[config.mk]
export PLATFORM = sky130hd
export DESIGN_NAME = pipe_rca_adder
export DESIGN_NICKNAME = d
export VERILOG_FILES = /design/src/rtl/pipe_rca_pkg.sv /design/src/rtl/pipe_rca_adder_chunk.sv /design/src/rtl/pipe_rca_adder.sv
export SDC_FILE = /design/constraint.sdc
export NUM_CORES = 1
export LEC_CHECK = 0
export ABC_AREA = 1
export BUFFER_PORTS_ARGS = -buffer_cell sky130_fd_sc_hd__buf_2
export CORE_MARGIN = 2
export CORE_UTILIZATION = 45
export CTS_BUF_LIST = sky130_fd_sc_hd__clkbuf_8
export CTS_CLUSTER_SIZE = 40
export DETAILED_ROUTE_END_ITERATION = 7
export PLACE_DENSITY = 0.76
export SETUP_SLACK_MARGIN = 0.5
export SLEW_MARGIN = 25
export SYNTH_ARGS = -nofsm -noshare
export SYNTH_HDL_FRONTEND = slang
export SYNTH_SLANG_ARGS = --single-unit
[constraint.sdc]
create_clock -name clk -period 4.3 [get_ports clk]
set_clock_uncertainty 0.15 [all_clocks]
set_input_delay 0.43 -clock clk [delete_from_list [all_inputs] [get_ports clk]]
set_output_delay 0.43 -clock clk [all_outputs]
set_load 0.02 [all_outputs]
[src/rtl/pipe_rca_pkg.sv]
// Shared sizing defaults, stage-count helper and the pipeline stage record layout.
package pipe_rca_pkg;

  localparam int DEF_WIDTH = 16;
  localparam int DEF_CHUNK = 4;

  function automatic int stages_f(input int width, input int chunk);
    return (chunk < 1) ? 1 : width / chunk;
  endfunction

  // Stage record at the default width; the adder declares a width-parametrised twin.
  typedef struct packed {
    logic                 valid;
    logic                 carry;
    logic [DEF_WIDTH-1:0] psum;
    logic [DEF_WIDTH-1:0] a;
    logic [DEF_WIDTH-1:0] b;
  } stage_t;

endpackage

[src/rtl/pipe_rca_adder_chunk.sv]
// Combinational CHUNK-bit ripple of full adders; also exposes the carry into its top bit.
module rca_chunk
  import pipe_rca_pkg::*;
#(
  parameter int CHUNK = DEF_CHUNK
) (
  input  logic [CHUNK-1:0] a,
  input  logic [CHUNK-1:0] b,
  input  logic             ci,
  output logic [CHUNK-1:0] s,
  output logic             co,
  output logic             c_msb_in
);

  logic [CHUNK:0] c;

  always_comb begin
    c    = '0;
    s    = '0;
    c[0] = ci;
    for (int i = 0; i < CHUNK; i++) begin
      s[i]   = a[i] ^ b[i] ^ c[i];
      c[i+1] = (a[i] & b[i]) | (c[i] & (a[i] ^ b[i]));
    end
  end

  assign co       = c[CHUNK];
  assign c_msb_in = c[CHUNK-1];

endmodule

[src/rtl/pipe_rca_adder.sv]
// Pipelined ripple-carry adder, one CHUNK per register stage, valid/ready on both sides.
// Define PIPE_RCA_ADDER_SUB_EN to add the sub port (a + ~b + 1).
module pipe_rca_adder
  import pipe_rca_pkg::*;
#(
  parameter int WIDTH = DEF_WIDTH,
  parameter int CHUNK = DEF_CHUNK
) (
  input  logic             clk,
  input  logic             rst_n,
  input  logic             in_valid,
  output logic             in_ready,
  input  logic [WIDTH-1:0] a,
  input  logic [WIDTH-1:0] b,
  input  logic             cin,
`ifdef PIPE_RCA_ADDER_SUB_EN
  input  logic             sub,
`endif
  output logic             out_valid,
  input  logic             out_ready,
  output logic [WIDTH-1:0] sum,
  output logic             cout,
  output logic             ovf
);

  localparam int STAGES = stages_f(WIDTH, CHUNK);

  if ((CHUNK < 1) || ((WIDTH % ((CHUNK < 1) ? 1 : CHUNK)) != 0)) begin : g_bad_cfg
    $error("pipe_rca_adder: WIDTH must be a positive multiple of CHUNK (CHUNK >= 1)");
  end

  typedef struct packed {
    logic             valid;
    logic             carry;
    logic [WIDTH-1:0] psum;
    logic [WIDTH-1:0] a;
    logic [WIDTH-1:0] b;
  } stage_w_t;

  stage_w_t          q [STAGES];
  logic [STAGES-1:0] load;
  logic [WIDTH-1:0]  b_eff;
  logic              cin_eff;
  logic              ovf_q;
  logic              unused_skew;

`ifdef PIPE_RCA_ADDER_SUB_EN
  assign b_eff   = sub ? ~b : b;
  assign cin_eff = sub ? 1'b1 : cin;
`else
  assign b_eff   = b;
  assign cin_eff = cin;
`endif

  // Backward load chain: an empty stage always loads, so bubbles collapse.
  always_comb begin
    load           = '0;
    load[STAGES-1] = !q[STAGES-1].valid || out_ready;
    for (int k = STAGES - 2; k >= 0; k--) begin
      load[k] = !q[k].valid || load[k+1];
    end
  end

  for (genvar k = 0; k < STAGES; k++) begin : g_stage
    stage_w_t         src;
    logic [CHUNK-1:0] s;
    logic             co;
    logic             c_msb;
    logic [WIDTH-1:0] psum_n;

    if (k == 0) begin : g_head
      always_comb begin
        src       = '0;
        src.valid = in_valid;
        src.carry = cin_eff;
        src.a     = a;
        src.b     = b_eff;
      end
    end else begin : g_body
      assign src = q[k-1];
    end

    rca_chunk #(.CHUNK(CHUNK)) u_chunk (
      .a        (src.a[k*CHUNK +: CHUNK]),
      .b        (src.b[k*CHUNK +: CHUNK]),
      .ci       (src.carry),
      .s        (s),
      .co       (co),
      .c_msb_in (c_msb)
    );

    always_comb begin
      psum_n                   = src.psum;
      psum_n[k*CHUNK +: CHUNK] = s;
    end

    // Operands travel whole; each stage only consumes its own chunk of them.
    always_ff @(posedge clk) begin
      if (!rst_n) begin
        q[k] <= '0;
      end else if (load[k]) begin
        q[k].valid <= src.valid;
        q[k].carry <= co;
        q[k].psum  <= psum_n;
        q[k].a     <= src.a;
        q[k].b     <= src.b;
      end
    end

    if (k == STAGES - 1) begin : g_tail
      always_ff @(posedge clk) begin
        if (!rst_n) begin
          ovf_q <= 1'b0;
        end else if (load[k]) begin
          ovf_q <= c_msb ^ co;
        end
      end
    end else begin : g_mid
      logic unused_cmsb;
      assign unused_cmsb = c_msb;
    end
  end

  assign unused_skew = ^{q[STAGES-1].a, q[STAGES-1].b};

  assign in_ready  = load[0];
  assign out_valid = q[STAGES-1].valid;
  assign sum       = q[STAGES-1].psum;
  assign cout      = q[STAGES-1].carry;
  assign ovf       = ovf_q;

endmodule

==> metrics.txt <==
Synth top area share=between 60% and 70%; final hold slack=between 0.2 and 0.25 ns; final setup violation count=0; critical path class=flop to flop; first-pass GRT wire length=8890 um; Ant. Diodes=0; layout cell share with drive strength beyond 1=between 10% and 20%; Seq cells post-synth=97; Final Hold Viols=0; number of I/O pins=57; CTS tree=yes; Via-to-Cell Ratio=4.13; Reg clk slew, reported paths=~0.1 ns; Initial Util=between 40% and 50%; number of remaining DRC errors=0; Syn Area/Cell=roughly 12 um^2; maximum vdd drop=0.169 mV; mapped cell area=slightly above 4000 um^2; dpl cell area=~4500 um^2; initial drt markers=57; Max-slew headroom=a little under two fifths; Clock Latency Late Sink=between 0.3 and 0.4 ns; design area=4720 um^2; row cnt=35; commonest non-fill, non-tap cell in the layout=inv_1; Final nets=roughly 460; CTS Buffer Depth=2; Yosys warning count=0; GPL Wtd Cong=approximately 0.76; DR pass1 iterations=4; worst setup margin=between 1.5 and 2 ns; Routed WL per cell=9.90 um; setup TNS=0 ns; H-tree depth=3; register area share after synthesis=roughly 70%; largest net degree at the start of global routing=31; CTS resizes=0; postcts setup bufs=0; post-layout min period=about 2.4 ns; die outline height=between 100 and 150 um; Cell variety after synth=17; Worst Setup End Kind=flop; vias in the first global route=2134; Die X=between 100 and 150 um; GRT overflow=0; RSZ-0062 raised after global routing=no; Vias=around 2100; Total Routing Usage GR=roughly 11%; clock sink total=97; MaxCap Viol Count=0; post-route ant nets=0; post-placement cell count=~500; Worst Max-Slew Pin Slew=just over 0.9 ns; Hold Crit Class=input port to flop; post-synth net total=about 400; Mapped Cells=~340; CTS Buf Count=9; Synth area leader=edfxtp_1; Area growth syn-to-layout=13.6%; pwr/cell area=between 300 and 400 nW/um^2; final std cells w/o fill=518; final core occ=51.9%; final HPWL from detailed placement=about 3600 um; WP data arrival=~2.4 ns; top fanout value on the critical path=2; hold_buf cts=0; dominant cells by area after synthesis=edfxtp_1 69%, inv_1 9.9%, nor2_1 8.8%; FMAX=slightly above 400 MHz; clk root buf=clkbuf_8; area of the die=around 10000 um^2; Req. time, crit path=~4.2 ns; Setup Slack @ Placement=1.73 ns; status=finished, final reports clean; Period Utilization, post-route=56.9%; crit path launch type=flop; Leak=2.17 nW; antenna violations before repair=0; core box area=just over 9000 um^2; most frequent cells in the layout=111 x inv_1, 97 x nor2_1, 96 x edfxtp_1; Pwr Total=roughly 1.8 mW; IO buf count=56; final WL=roughly 5100 um; Max Slew Vio Count=0
## where the power goes
group,total [mW],internal (mW),switching (mW)
logic,0.112,0.0447,0.0668
registers,1.10,1.08,0.0140
clock network,0.594,0.275,0.319
## routing by layer
layer / share of wire, % / up-vias / global-route usage [%]
met4: 3.5 / 0 / 7.90
met2: 47 / 54 / 18.0
met5: 0 / - / 0
met1: 45 / 934 / 14.0
met3: 4.4 / 12 / 2.58
li1: - / 1138 / -
## synthesized netlist by cell type, drive strengths merged
| cell type | instances |
|---|---|
| inv | 110 |
| nor2 | 98 |
| edfxtp | 96 |
| fa | 16 |
| buf | 9 |
| nand2 | 5 |
| nand3 | 3 |
| o21ai | 3 |
| dfxtp | 1 |
| nand4 | 1 |
| xnor2 | 1 |
## flip-flops by register name, indices dropped and copies added, names as in the netlist
name	count
q	96
ovf	1
## cells by family (layout without fill, tap and decap cells)
| logic type | Yosys count | count (layout) | share of synthesized area [%] |
|---|---|---|---|
| simple gates | 107 | 107 | 10.1 |
| xor+xnor | 1 | 1 | 0.211 |
| compound gates | 3 | 3 | 0.722 |
| fa+ha+maj | 16 | 16 | 7.70 |
| flops | 97 | 97 | 69.8 |
| buf+inv | 119 | 183 | 11.5 |
## path summary, 6_finish.rpt
kind,from,to,slack (ns),depth (start not counted)
min reg2reg,ovf,ovf,0.34,2
max reg2reg,q[2][12],q[3][47],1.85,8
min,a[4],q[0][20],0.22,3
max,q[2][12],q[3][47],1.85,8
## area by class of cell
type	instances	area [um^2]
clock buffer	9	124
clock inverter	7	78.8
fill	799	4380
inverter	110	413
multi-input combinational	127	779
sequential	97	2900
tap	111	139
timing repair buffer	57	288
## worst max-delay path, stage by stage, from the launching register on
cell and delay, ns:
edfxtp_1 0.40, fa_1 0.43, inv_1 0.07, fa_1 0.16, inv_1 0.05, fa_1 0.41, fa_1 0.43, inv_1 0.06
nor2_1 0.04
(Power assumes the default switching activity.)
